### src/rtl/fix_framer.sv
// FIX byte-stream framer: hunts for the "8=" header, forwards body bytes with
// start/end strobes, and converts the three-digit "10=" trailer to binary.
module fix_framer #(
  parameter int unsigned MAX_LEN = 1024
) (
  input  logic       clk,
  input  logic       rst,
  input  logic [7:0] data_i,
  input  logic       valid_i,
  output logic [7:0] data_o,
  output logic       data_valid_o,
  output logic       start_o,
  output logic       end_o,
  output logic [7:0] rcv_checksum_o,
  output logic       rcv_valid_o,
  output logic       frame_err_o
);

  localparam int unsigned BYTE_W = 8;
  localparam int unsigned CNT_W  = 16;
  localparam int unsigned ACC_W  = 10;
  localparam int unsigned DIG_W  = 2;

  localparam logic [BYTE_W-1:0] CH_SOH = 8'h01;
  localparam logic [BYTE_W-1:0] CH_0   = 8'h30;
  localparam logic [BYTE_W-1:0] CH_1   = 8'h31;
  localparam logic [BYTE_W-1:0] CH_8   = 8'h38;
  localparam logic [BYTE_W-1:0] CH_9   = 8'h39;
  localparam logic [BYTE_W-1:0] CH_EQ  = 8'h3D;

  typedef enum logic [2:0] {IDLE, HDR, BODY, T1, T0, DIG, TERM} state_e;

  state_e             state_q, state_d;
  logic [CNT_W-1:0]   cnt_q, cnt_d;
  logic [ACC_W-1:0]   acc_q, acc_d;
  logic [DIG_W-1:0]   dig_q, dig_d;
  logic               soh_q, soh_d;
  logic [BYTE_W-1:0]  data_q, data_d;
  logic               dv_q, dv_d;
  logic               start_q, start_d;
  logic               end_q, end_d;
  logic [BYTE_W-1:0]  rcv_q, rcv_d;
  logic               rv_q, rv_d;
  logic               err_q, err_d;

  logic [CNT_W-1:0]   fwd_cnt;
  logic [ACC_W-1:0]   acc_next;
  logic               is_digit;

  // State register and registered outputs
  always_ff @(posedge clk or negedge rst) begin
    if (!rst) begin
      state_q <= IDLE;
      cnt_q   <= '0;
      acc_q   <= '0;
      dig_q   <= '0;
      soh_q   <= 1'b0;
      data_q  <= '0;
      dv_q    <= 1'b0;
      start_q <= 1'b0;
      end_q   <= 1'b0;
      rcv_q   <= '0;
      rv_q    <= 1'b0;
      err_q   <= 1'b0;
    end else begin
      state_q <= state_d;
      cnt_q   <= cnt_d;
      acc_q   <= acc_d;
      dig_q   <= dig_d;
      soh_q   <= soh_d;
      data_q  <= data_d;
      dv_q    <= dv_d;
      start_q <= start_d;
      end_q   <= end_d;
      rcv_q   <= rcv_d;
      rv_q    <= rv_d;
      err_q   <= err_d;
    end
  end

  // Next-state and output decode; idle input cycles only clear the pulses
  always_comb begin
    state_d  = state_q;
    cnt_d    = cnt_q;
    acc_d    = acc_q;
    dig_d    = dig_q;
    soh_d    = soh_q;
    data_d   = data_q;
    dv_d     = 1'b0;
    start_d  = 1'b0;
    end_d    = 1'b0;
    rcv_d    = rcv_q;
    rv_d     = 1'b0;
    err_d    = 1'b0;
    fwd_cnt  = cnt_q + CNT_W'(1);
    acc_next = (acc_q * ACC_W'(10)) + {6'd0, data_i[3:0]};
    is_digit = (data_i >= CH_0) && (data_i <= CH_9);

    if (valid_i) begin
      unique case (state_q)
        IDLE: begin
          if (data_i == CH_8) state_d = HDR;
        end
        HDR: begin
          if (data_i == CH_EQ) begin
            start_d = 1'b1;
            cnt_d   = '0;
            soh_d   = 1'b0;
            state_d = BODY;
          end else if (data_i != CH_8) begin
            state_d = IDLE;
          end
        end
        BODY, T1, T0: begin
          dv_d   = 1'b1;
          data_d = data_i;
          cnt_d  = fwd_cnt;
          soh_d  = (data_i == CH_SOH);
          // A completed trailer tag takes priority over the length abort
          if (state_q == T0 && data_i == CH_EQ) begin
            end_d   = 1'b1;
            acc_d   = '0;
            dig_d   = '0;
            state_d = DIG;
          end else if (fwd_cnt >= CNT_W'(MAX_LEN)) begin
            err_d   = 1'b1;
            state_d = IDLE;
          end else if (state_q == BODY) begin
            if (data_i == CH_1 && soh_q) state_d = T1;
          end else if (state_q == T1 && data_i == CH_0) begin
            state_d = T0;
          end else begin
            state_d = BODY;
          end
        end
        DIG: begin
          if (!is_digit) begin
            err_d   = 1'b1;
            state_d = IDLE;
          end else begin
            acc_d = acc_next;
            dig_d = dig_q + DIG_W'(1);
            if (dig_q == DIG_W'(2)) begin
              if (acc_next > ACC_W'(255)) begin
                err_d   = 1'b1;
                state_d = IDLE;
              end else begin
                state_d = TERM;
              end
            end
          end
        end
        TERM: begin
          if (data_i == CH_SOH) begin
            rcv_d = acc_q[BYTE_W-1:0];
            rv_d  = 1'b1;
          end else begin
            err_d = 1'b1;
          end
          state_d = IDLE;
        end
        default: state_d = IDLE;
      endcase
    end
  end

  assign data_o         = data_q;
  assign data_valid_o   = dv_q;
  assign start_o        = start_q;
  assign end_o          = end_q;
  assign rcv_checksum_o = rcv_q;
  assign rcv_valid_o    = rv_q;
  assign frame_err_o    = err_q;

endmodule
### config.mk
export PLATFORM = sky130hd
export DESIGN_NAME = fix_framer
export DESIGN_NICKNAME = d
export VERILOG_FILES = /design/src/rtl/fix_framer.sv
export SDC_FILE = /design/constraint.sdc
export NUM_CORES = 1
export LEC_CHECK = 0
export ABC_AREA = 1
export BUFFER_PORTS_ARGS = -buffer_cell sky130_fd_sc_hd__buf_2
export CORE_MARGIN = 1.5
export CORE_UTILIZATION = 60
export CTS_CLUSTER_DIAMETER = 150
export CTS_CLUSTER_SIZE = 12
export DETAILED_ROUTE_END_ITERATION = 8
export GPL_TIMING_DRIVEN = 0
export PLACE_DENSITY = 0.88
export SYNTH_ARGS = -nofsm -noshare
export SYNTH_HDL_FRONTEND = slang
export SYNTH_SLANG_ARGS = --single-unit
### constraint.sdc
create_clock -name clk -period 6.15 [get_ports clk]
set_input_delay 0 -clock clk [delete_from_list [all_inputs] [get_ports clk]]
set_output_delay 0 -clock clk [all_outputs]
set_load 0.01 [all_outputs]
; ---- Yosys cells after proc, flatten, opt, wreduce, memory -nomap -nowiden
; Index checks and enable logic that the tools add are counted.
; Widths: inputs -> output; s select.
[classes]
multipliers = 1
mux = 41
n_reduce_logical = 13
n_eq_ne = 20
order_cmp = 4
n_addsub = 3
[ops]
columns = operator, n
row1 = $mux 3, 11
row2 = $eq 8x6->1 const B, 4
row3 = $pmux 16 s2, 1
row4 = $mux 10, 2
row5 = $pmux 10 s2, 1
row6 = $mux 1, 19
row7 = $add 16x1->16 const B, 1
row8 = $ge 16x11->1 const B, 1
row9 = $mux 16, 1
row10 = $pmux 3 s4, 1
row11 = $add 10x4->10, 1
row12 = $gt 10x8->1 const B, 1
row13 = $mul 10x3->9 const B, 1
row14 = $eq 3x3->1 const B, 3
row15 = $eq 8x1->1 const B, 1
row16 = $ge 8x6->1 const B, 1
row17 = $le 8x6->1 const B, 1
row18 = $ne 2x2->1 const B, 4
row19 = $ne 8x6->1 const B, 1
row20 = $eq 3x2->1 const B, 2
row21 = $ne 3x3->1 const B, 2
row22 = $reduce_and 3->1, 2
row23 = $ne 5x5->1 const B, 1
row24 = $reduce_and 5->1, 1
row25 = other kinds (13), 18
[totals]
inputBits = 11
regBits = 53

; ---- Longest topological paths before layout
; Gate-level depths: netlist of the first run.
[logic_depth]
depth_word = 8
mapped_depth = 16
depth_no_buf = 16

; ---- Worst setup path before layout of the first run
; OpenSTA, ideal clock, no wires.
[synth_path]
kind = reg2reg
start = register acc_q[1]
end = register state_q[2]
synth_period_minus_slack_ps = 2292
n_path_buf = 0
path_slack_ps = 3858
stages_incl_launch_ff = 15
arrival_time_ps = 2228
cell_sequence = dfrtp_1 ha_1 ha_1 fa_1 xor2_1 nand2_1 nor2_2 nand2_1 nand2_1 nand2_1 nor2_1 nand3_1 nand3_1 nand2_1 nand2_1
[synth_via]
elab_chain_len = 7
[synth_lines]
columns = item, line_no
row1 = start: declaration, 35  ; logic [ACC_W-1:0] acc_q, acc_d;
row2 = start signal: assignment, 55  ; acc_q <= '0;
row3 = start signal: assignment, 68  ; acc_q <= acc_d;
row4 = $mul 10x3->9, 96  ; acc_next = (acc_q * ACC_W'(10)) + {6'd0, data_i[3:0]};
row5 = $add 10x4->10, 96
row6 = $gt 10x8->1, 144  ; if (acc_next > ACC_W'(255)) begin
row7 = $mux 3, 144
row8 = $mux 3, 143  ; if (dig_q == DIG_W'(2)) begin
row9 = $mux 3, 137  ; if (!is_digit) begin
row10 = $pmux 3 s4, 100  ; unique case (state_q)
row11 = end signal: assignment, 66  ; state_q <= state_d;
row12 = end: declaration, 33  ; state_e state_q, state_d;
; Every way passes these cells. The select of a mux whose other input is x is not followed.
; A chain may end at the register's enable or synchronous reset.

; ---- Worst setup path in the final report of the first run
; Ends and elaborated chain as after synthesis.

==> run_results.csv, run 1 <==
group,metric,value,unit
yosys,synth_seq_cells,52,
timing,maxSlewHeadroom,0.240,
yosys,synth_common_cells,"nand2_1 (117), dfrtp_1 (52), inv_1 (51)",
yosys,yosys-top-cells-area,"dfrtp_1 (40%), nand2_1 (13%), ha_1 (6.1%)",
grt,grt_pass1_wl,12700,µm
pwr,p_seq_frac,0.485,
pwr,swShare,0.319,
pwr,leakage,1.97,nW
drt,vias,2980,
drt,route.detailed.drc,0,
clock_network,cts.sinks,52,
timing,final_max_slew_viol_count,0,
timing,finalCritPeriodShare,0.434,
grt,grt.overflow.total,0,
final_layout,fin_util,0.709,
place,postPlaceCellArea,0.00350,mm²
drt,post_drt_wl_per_cell,13.8,µm
yosys,syn-cell-area,0.00326,mm²
grt,antenna_found_initial,0,
floorplan,std_cell_rows,26,
pwr,power_frac_clock,0.278,
flow_run,maxCapViolCount,0,
clock_network,cts_max_level,2,
grt,grtUsageTotal,0.267,
floorplan,io_pins,32,
timing,fin_skew,6.80,ps
final_layout,area_growth,12.5,%
worst_setup_path,cp.required,6400,ps
timing,finalHoldViolations,0,
yosys,synth_edf_count,0,
timing,max_slew.worst_pin.slew,1140,ps
pwr,peakVddDrop,0.151,mV
yosys,post_synth_fa_ha_maj_area_fraction,0.0737,
final_layout,drive_gt1_frac,0.170,
yosys,synth_top_family_by_area,"simple AND/OR/NAND/NOR gates",
floorplan,dieWidth,76.7,µm
drt,dr.pass1.iters,5,
timing,max_freq,375,MHz
yosys,syn_inst,421,
yosys,ys_dominant_reg_cell,"dfrtp_1",
yosys,synthDistinctLibCells,39,
clock_network,root_buffer,"clkbuf_8",
status,status,"complete, no violations",
floorplan,floorplan.initialDensity,0.630,
final_layout,nNetsFinal,494,
yosys,synthesis.nets,450,
pwr,netSwitchingPower,0.000258,W
place,dpl.hpwl,5500,µm
yosys,synthSimpleGateAreaFrac,0.329,
yosys,ys_async_sr_fraction,1.00,
yosys,yosysTopAreaCellShare,0.399,
timing,setup-tns-final,0,ps
yosys,yosys_warnings,0,
place,port_buffers,30,
clock_network,clock_path_buffers,2,
pwr,power.internal,0.000551,W
clock_network,path_clk_slew,90,ps
timing,rsz0062_at_grt,"no",
drt,drt-total-wl,7350,µm
drt,routed_via_density,5.58,
yosys,muxShareOfSynthArea,0,
timing,min_period,2670,ps
yosys,yosys.area_share.xor_xnor,0.0107,
clock_network,cts_buffers,5,
pwr,p_total,0.000809,W
final_layout,n_antenna_cell,0,
floorplan,core_area,0.00517,mm²
clock_network,postCtsSetupBuffers,0,
timing,setup_violations,0,
yosys,avgSynthCellArea,7.74,µm²
pwr,p_comb_frac,0.237,
pwr,power_density,221,mW/mm²
clock_network,worst_skew_pair.late_latency,300,ps
place,gp_congestion,0.994,
final_layout,final_cell_area,0.00367,mm²
floorplan,die_height,76.7,µm
worst_hold_path,hold_class,"input port to register",
worst_setup_path,startpoint_type,"register",
yosys,synth.most_common_cell,"nand2_1",
yosys,seq_area_frac_synth,0.399,
clock_network,cts_tree,"done",
floorplan,die_area,0.00588,mm²
yosys,synth_largest_area_cell,"dfrtp_1",
timing,worst_hold_slack,44.9,ps
worst_setup_path,worstPathMaxFanout,3,
worst_setup_path,crit_path_end_kind,"register",
worst_setup_path,critPathKind,"register to register",
worst_setup_path,arrival,2920,ps
drt,drtIter0Drc,249,
grt,grt_pass1_vias,2750,
grt,grt_max_degree,53,
drt,drtAntennaViolNets,0,
yosys,synth_compound_area_frac,0.106,
[metrics by stage]
| stage | setup slack, ps | std cells |
|---|---|---|
| global route | 3310 | 534 |
| CTS | 3500 | 534 |
| global placement | 3660 | 521 |
| detailed placement | 3590 | 521 |
| finish | 3480 | 534 |
| floorplan | 3860 | 421 |
[worst max-delay path: stages, from the launching register on]
cell     delay (ps)
dfrtp_1         430
ha_1            320
ha_1            250
fa_1            410
xor2_1          240
inv_1            90
nor2_2          160
nand3_1         110
nand2_1          80
inv_1            50
nor2_1          120
nand3_1         120
nand3_1         100
nand2_1          60
nand2_1          50
[layer usage]
metal	global-route usage	routed length (µm)	vias to the layer above
met2	0.427	3440	105
li1	-	-	1461
met5	0	0	-
met3	0.0417	387	10
met1	0.384	3440	1404
met4	0.0648	87	0
[path summary, 6_finish.rpt]
path / to / slack (ps) / startpoint / cells past startpoint
setup / recovery: state_q[2] / 3480 / acc_q[1] / 14
max in group asynchronous: rcv_checksum_o[6] / 4990 / rst / 2
setup reg to reg: state_q[2] / 3480 / acc_q[1] / 14
min in group asynchronous: acc_q[8] / 440 / rst / 2
hold reg to reg: data_o[5] / 490 / data_o[5] / 2
hold / removal: acc_q[1] / 40 / valid_i / 3
[flip-flops by register name, summed over array words and instances (netlist names)]
name            cells
cnt_q              16
acc_q               9
data_o              8
rcv_checksum_o      8
state_q             3
dig_q               2
data_valid_o        1
end_o               1
frame_err_o         1
rcv_valid_o         1
soh_q               1
start_o             1
[cells in the final DEF (no fill, tap or decap), types with 3 or more instances in the layout]
| cell | Yosys | layout |
|---|---|---|
| nand2_1 | 117 | 117 |
| dfrtp_1 | 52 | 52 |
| inv_1 | 51 | 51 |
| nand3_1 | 35 | 35 |
| buf_2 | 4 | 34 |
| nor2_1 | 28 | 28 |
| ha_1 | 16 | 16 |
| o21ai_0 | 15 | 15 |
| o21ai_1 | 11 | 11 |
| a21oi_1 | 11 | 11 |
| o22ai_1 | 10 | 10 |
| nand4_1 | 9 | 9 |
| nor2_2 | 8 | 8 |
| nor3_1 | 7 | 7 |
| dlygate4sd3_1 | 0 | 7 |
| inv_2 | 6 | 6 |
| nand2_2 | 5 | 5 |
| nor2_4 | 5 | 5 |
| clkbuf_8 | 0 | 5 |
| nand3_2 | 3 | 3 |
| o211ai_1 | 3 | 3 |
[power groups by stage]
stage | clock network, W | registers (W) | logic [W]
after floorplan | 0 | 0.000394 | 0.000137
after global placement | 0 | 0.000396 | 0.000174
after detailed placement | 0 | 0.000398 | 0.000182
after CTS | 0.000228 | 0.000392 | 0.000189
after global routing | 0.000239 | 0.000396 | 0.000221
final | 0.000225 | 0.000392 | 0.000192
[area by class of cell]
cell class | instances | area, µm²
inverters | 58 | 219
well taps | 70 | 87.6
plain buffers | 7 | 46.3
multi-input cells | 304 | 1690
repair buffers | 37 | 220
fillers | 401 | 1510
clock buffers | 5 | 68.8
clock inverters | 1 | 30.0
flip-flops and latches | 52 | 1300
[logic make-up (layout without fill, tap and decap cells)]
group                    after synthesis  count (layout)
AND/OR/NAND/NOR                      224             224
buffers and inverters                 65             108
AO/OA/AOI/OAI                         58              58
flip-flops                            52              52
adder cells (fa/ha/maj)               18              18
XOR/XNOR                               4               4
[repair_timing]
item,4_1_cts,5_1_grt
endpoints found under the hold margin,59,0
gates resized for setup,0,0
hold buffers,7,0
(Power assumes the default switching activity.)
==> run 2, diff against run 1 <==
==> config.mk (replaced) <==
export PLATFORM = sky130hd
export DESIGN_NAME = fix_framer
export DESIGN_NICKNAME = d
export VERILOG_FILES = /design/src/rtl/fix_framer.sv
export SDC_FILE = /design/constraint.sdc
export NUM_CORES = 1
export LEC_CHECK = 0
export ABC_AREA = 0
export BUFFER_PORTS_ARGS = -buffer_cell sky130_fd_sc_hd__buf_2
export CORE_MARGIN = 1.5
export CORE_UTILIZATION = 59
export CTS_CLUSTER_DIAMETER = 150
export CTS_CLUSTER_SIZE = 12
export DETAILED_ROUTE_END_ITERATION = 8
export GPL_TIMING_DRIVEN = 0
export PLACE_DENSITY = 0.87
export SYNTH_ARGS = -nofsm -noshare
export SYNTH_HDL_FRONTEND = slang
export SYNTH_SLANG_ARGS = --single-unit
==> constraint.sdc (replaced) <==
create_clock -name clk -period 2.6 [get_ports clk]
set_input_delay 0 -clock clk [delete_from_list [all_inputs] [get_ports clk]]
set_output_delay 0 -clock clk [all_outputs]
set_load 0.01 [all_outputs]
==> run_results.csv, run 2 <==
group,metric,value,unit
status,status,"finished with violations",
status,violations,"setup timing",
yosys,yosysTopAreaCellShare,0.411,
worst_hold_path,holdCritStartpoint,"data_i[2]",
grt,antenna_found_initial,0,
grt,grt_pass1_wl,14700,µm
grt,grt_max_degree,53,
final_layout,top_regs,"cnt_q: 16 flops, acc_q: 9 flops",
timing,max_freq,334,MHz
pwr,leakage,1.84,nW
place,dpl.cell_count,452,
drt,drtAntennaViolNets,0,
timing,min_period,2990,ps
floorplan,die_height,76.3,µm
grt,grt.overflow.total,0,
worst_setup_path,r2r_start,"acc_q[3]",
yosys,seq_area_frac_synth,0.411,
final_layout,top_register,"cnt_q",
flow_run,maxCapViolCount,0,
drt,vias,3162,
yosys,syn-cell-area,0.00317,mm²
timing,final_max_slew_viol_count,0,
timing,layout_setup_ws,-394,ps
yosys,synth.most_common_cell,"nand2_1",
drt,post_drt_wl_per_cell,20.1,µm
worst_setup_path,critical-path-max-stage-delay,430,ps
yosys,synthesis.nets,381,
timing,setup-tns-final,-1020,ps
timing,finalHoldViolations,0,
place,postPlaceCellArea,0.00344,mm²
clock_network,worst_skew_pair.late_latency,320,ps
worst_hold_path,hold_class,"input port to register",
worst_setup_path,worst-path-buf-inv,1,
clock_network,cts_buffers,5,
yosys,avgSynthCellArea,9.00,µm²
timing,fin_skew,13.1,ps
worst_setup_path,critPathKind,"register to register",
floorplan,floorplan.initialDensity,0.617,
pwr,p_total,0.00281,W
clock_network,cts_tree,"done",
final_layout,largest_reg_flops,16,
clock_network,cts_max_level,2,
timing,setup_violations,3,
timing,finalCritPeriodShare,1.15,
final_layout,fin_util,0.764,
final_layout,layout_commonest_cell,"nand2_1",
yosys,syn_inst,352,
timing,maxSlewHeadroom,0.227,
yosys,yosys_warnings,0,
final_layout,drive_gt1_frac,0.240,
yosys,synth_common_cells,"nand2_1 (66), dfrtp_1 (52), o21ai_0 (29)",
clock_network,path_clk_slew,100,ps
floorplan,std_cell_rows,26,
yosys,ys_async_sr_fraction,1.00,
grt,grt_pass1_vias,3018,
final_layout,final_cell_area,0.00393,mm²
yosys,yosys-top-cells-area,"dfrtp_1 (41%), nand2_1 (7.8%), ha_1 (6.3%)",
worst_setup_path,arrival,3200,ps
floorplan,dieWidth,76.3,µm
worst_setup_path,crit_chain,"ha_4, ha_4, fa_2, a21o_1, a21oi_4, xor2_2, buf_4, or3_1, nor3_2, a2111oi_4, nor2_1",
pwr,power_density,715,mW/mm²
drt,routed_via_density,6.62,
worst_setup_path,startpoint_type,"register",
yosys,ys_dominant_reg_cell,"dfrtp_1",
yosys,synthDistinctLibCells,59,
yosys,synth_seq_cells,52,
drt,dr.pass1.iters,5,
floorplan,die_area,0.00582,mm²
floorplan,io_pins,32,
clock_network,root_buffer,"clkbuf_8",
clock_network,clock_path_buffers,2,
floorplan,core_area,0.00514,mm²
final_layout,nNetsFinal,436,
worst_setup_path,cp-startpoint,"acc_q[3]",
pwr,peakVddDrop,0.487,mV
place,port_buffers,30,
worst_setup_path,path_common_cell,"ha_4",
final_layout,area_growth,24.0,%
clock_network,cts.sinks,52,
worst_setup_path,crit_path_end_kind,"register",
timing,max_slew.worst_pin.slew,1160,ps
final_layout,stdcell_count,478,
drt,drtIter0Drc,369,
worst_setup_path,worstPathMaxFanout,3,
drt,drt-total-wl,9610,µm
drt,route.detailed.drc,0,
grt,grtUsageTotal,0.320,
final_layout,final_cell_mix,"nand2_1 (66), dfrtp_1 (52), buf_2 (34), o21ai_0 (26), nand3_1 (20)",
place,dpl.hpwl,4980,µm
timing,rsz0062_at_grt,"yes",
worst_setup_path,cp.required,2810,ps
yosys,synth_edf_count,0,
yosys,synth_largest_area_cell,"dfrtp_1",
final_layout,n_antenna_cell,0,
place,gp_congestion,0.853,
worst_setup_path,slowest_stage,"dfrtp_1",
worst_setup_path,path_delay_family,"simple AND/OR/NAND/NOR gates",
run 2: cell count changes after synthesis, moves of 7 or more:
cell / before / now
nand2_1: 117 / 66
inv_1: 51 / 11
nand3_1: 35 / 20
o21ai_0: 15 / 29
nor2_1: 28 / 19
o21ai_1: 11 / 2
o31ai_1: 0 / 9
xnor2_1: 2 / 11
nor2_2: 8 / 0
o22ai_1: 10 / 3
xor2_1: 2 / 9
run 2: final timing paths:
check                                     to  slack [ps]  cells past startpoint
setup / recovery                  state_q[1]        -390                     11
hold / removal                     data_o[2]          80                      3
setup reg to reg                  state_q[1]        -390                     11
hold reg to reg            rcv_checksum_o[7]         480                      2
max in group asynchronous  rcv_checksum_o[2]        1440                      2
min in group asynchronous          cnt_q[12]         450                      2
run 2: timing repair:
item / 4_1_cts / 5_1_grt
pin swaps: 12 / 6
gates resized for setup: 21 / 13
endpoints found under the hold margin: 58 / 0
hold buffers: 7 / 0
endpoints found under the setup margin: 3 / 8
gates cloned: 0 / 0
setup buffers: 9 / 2
run 2: cells by family (layout without fill, tap and decap cells):
| logic type | count (synthesis) | in the layout | share of synthesized area |
|---|---|---|---|
| buffers and inverters | 26 | 82 | 0.0359 |
| multiplexers | 4 | 4 | 0.0126 |
| flip-flops | 52 | 52 | 0.411 |
| AO/OA/AOI/OAI | 75 | 75 | 0.152 |
| AND/OR/NAND/NOR | 157 | 157 | 0.258 |
| XOR/XNOR | 20 | 20 | 0.0553 |
| adder cells (fa/ha/maj) | 18 | 18 | 0.0758 |
run 2: metrics by stage:
stage / setup WS, ps / hold slack, ps
detailed placement: -400 / 228
global route: -517 / 103
floorplan: -184 / -296
CTS: -235 / 78.2
finish: -394 / 81.2
global placement: -363 / 217
run 2: metal layers:
| metal | global-route usage | part of all wire | vias to the layer above |
|---|---|---|---|
| li1 | - | - | 1362 |
| met1 | 0.408 | 0.39 | 1510 |
| met4 | 0.135 | 0.047 | 0 |
| met2 | 0.539 | 0.47 | 229 |
| met3 | 0.0515 | 0.093 | 61 |
| met5 | 0 | 0 | - |
run 2: power by group:
part / internal, W / switching (W)
registers: 0.000961 / 0.000124
clock network: 0.000340 / 0.000279
logic: 0.000393 / 0.000711
run 2: worst register-to-register path, cell delays in order, from the launching register on:
cell and delay, ps:
dfrtp_1 430, ha_4 260, ha_4 160, fa_2 390
a21o_1 230, a21oi_4 200, xor2_2 130, buf_4 170
or3_1 380, nor3_2 200, a2111oi_4 80, nor2_1 260
run 2: layout make-up:
class	count	area [µm²]
well taps	70	87.6
multi-input cells	274	2000
repair buffers	48	303
fillers	333	1210
clock inverters	1	30.0
plain buffers	14	70.1
clock buffers	7	96.3
flip-flops and latches	52	1300
inverters	12	45.0
==> run 3, diff against run 2 <==
--- a/config.mk
+++ b/config.mk
@@ -6,7 +6,7 @@
 export NUM_CORES = 1
 export LEC_CHECK = 0
 export ABC_AREA = 0
-export BUFFER_PORTS_ARGS = -buffer_cell sky130_fd_sc_hd__buf_2
+export BUFFER_PORTS_ARGS = -buffer_cell sky130_fd_sc_hd__buf_4
 export CORE_MARGIN = 1.5
 export CORE_UTILIZATION = 59
 export CTS_CLUSTER_DIAMETER = 150
==> run_results.csv, run 3 (same netlist as run 2, synthesis figures left out) <==
group,metric,value,unit
place,dpl.hpwl,5100,µm
timing,layout_setup_ws,-303,ps
floorplan,std_cell_rows,26,
pwr,peakVddDrop,0.560,mV
timing,max_slew.worst_pin.slew,658,ps
clock_network,root_buffer,"clkbuf_8",
floorplan,core_area,0.00514,mm²
worst_setup_path,startpoint_type,"register",
floorplan,die_height,76.3,µm
grt,grtUsageTotal,0.311,
grt,antenna_found_initial,0,
floorplan,io_pins,32,
final_layout,top_register,"cnt_q",
timing,max_freq,344,MHz
flow_run,maxCapViolCount,0,
grt,grt_pass1_wl,14500,µm
place,dpl.cell_count,452,
drt,drt-total-wl,9330,µm
grt,grt.overflow.total,0,
final_layout,drive_gt1_frac,0.252,
clock_network,cts_tree,"done",
timing,rsz0062_at_grt,"yes",
drt,route.detailed.drc,0,
worst_hold_path,holdCritStartpoint,"data_i[0]",
drt,dr.pass1.iters,7,
pwr,leakage,1.86,nW
place,port_buffers,30,
clock_network,path_clk_slew,100,ps
drt,vias,3109,
timing,min_period,2900,ps
floorplan,die_area,0.00582,mm²
worst_setup_path,cp.required,2810,ps
timing,finalCritPeriodShare,1.12,
worst_setup_path,crit_path_end_kind,"register",
pwr,power_density,679,mW/mm²
grt,grt_max_degree,53,
place,gp_congestion,0.848,
worst_setup_path,cp-startpoint,"acc_q[3]",
final_layout,largest_reg_flops,16,
final_layout,final_cell_mix,"nand2_1 (65), dfrtp_1 (50), buf_4 (47), o21ai_0 (27), nand3_1 (20)",
final_layout,nNetsFinal,441,
drt,post_drt_wl_per_cell,19.3,µm
final_layout,top_regs,"cnt_q: 16 flops, acc_q: 9 flops",
floorplan,dieWidth,76.3,µm
drt,routed_via_density,6.44,
clock_network,clock_path_buffers,2,
final_layout,stdcell_count,483,
final_layout,area_growth,27.0,%
clock_network,worst_skew_pair.late_latency,310,ps
worst_setup_path,worstPathMaxFanout,4,
final_layout,layout_commonest_cell,"nand2_1",
timing,maxSlewHeadroom,0.561,
drt,drtAntennaViolNets,0,
worst_setup_path,critPathKind,"register to register",
status,violations,"setup timing",
timing,finalHoldViolations,0,
worst_hold_path,hold_class,"input port to register",
clock_network,cts_max_level,2,
timing,final_max_slew_viol_count,0,
clock_network,cts_buffers,5,
floorplan,floorplan.initialDensity,0.617,
clock_network,cts.sinks,52,
timing,fin_skew,10.9,ps
grt,grt_pass1_vias,2955,
timing,setup_violations,3,
worst_setup_path,arrival,3110,ps
drt,drtIter0Drc,438,
final_layout,n_antenna_cell,0,
worst_setup_path,r2r_start,"acc_q[3]",
status,status,"finished with violations",
pwr,p_total,0.00273,W
place,dp_slack,-379,ps
## run 3: cell count changes in the layout (fill, tap and decap cells not counted), sizes merged
cell / change
buf: +6
clkbuf: -2
clkinv: +1
## run 3: stage by stage
| stage | util | setup TNS (ps) | cell area [µm²] | hold WS [ps] |
|---|---|---|---|---|
| detailed placement | 0.683 | -921 | 3510 | 74.8 |
| global route | 0.783 | -1660 | 4030 | 96.9 |
| floorplan | - | -347 | 3200 | -296 |
| global placement | 0.683 | -829 | 3510 | 65.6 |
| CTS | 0.758 | -445 | 3900 | 49.2 |
| finish | 0.783 | -765 | 4030 | 52.6 |
## run 3: path summary, 6_finish.rpt
path	slack (ps)	cells past startpoint	endpoint
max	-300	10	state_q[2]
min	50	3	acc_q[0]
max reg2reg	-300	10	state_q[2]
min reg2reg	480	2	data_o[6]
max in group asynchronous	1860	2	acc_q[2]
min in group asynchronous	250	2	cnt_q[13]
## run 3: final cells by class
type | instances | area, µm²
well taps | 70 | 87.6
multi-input cells | 274 | 2000
fillers | 341 | 1110
plain buffers | 14 | 68.8
inverters | 12 | 45.0
clock inverters | 2 | 35.0
flip-flops and latches | 52 | 1300
clock buffers | 6 | 72.6
repair buffers | 53 | 415
## run 3: where the power goes
part | internal (W) | switching (W) | total, W
registers | 0.000961 | 0.000128 | 0.00109
clock network | 0.000286 | 0.000271 | 0.000557
logic | 0.000419 | 0.000668 | 0.00109
total | 0.00167 | 0.00107 | 0.00273
## run 3: routing by layer
metal | global-route usage | wire, µm | up-vias
li1 | - | - | 1368
met1 | 0.400 | 3670 | 1457
met2 | 0.538 | 4390 | 219
met3 | 0.0371 | 776 | 65
met4 | 0.117 | 495 | 0
met5 | 0 | 0 | -
## run 3: critical path: stages, from the launching register on
cell and delay [ps]:
dfrtp_1 430, buf_4 180, ha_4 240, ha_4 180
a211oi_2 220, o21bai_1 120, a21oi_2 250, xnor2_2 170
or4_4 590, a21o_1 200, a31oi_1 220
## run 3: what timing repair did
action / CTS / global route
setup buffers: 11 / 5
resized for setup: 20 / 14
hold endpoints to repair: 58 / 0
pin swaps: 13 / 11
hold buffers: 7 / 0
setup endpoints to repair: 3 / 7
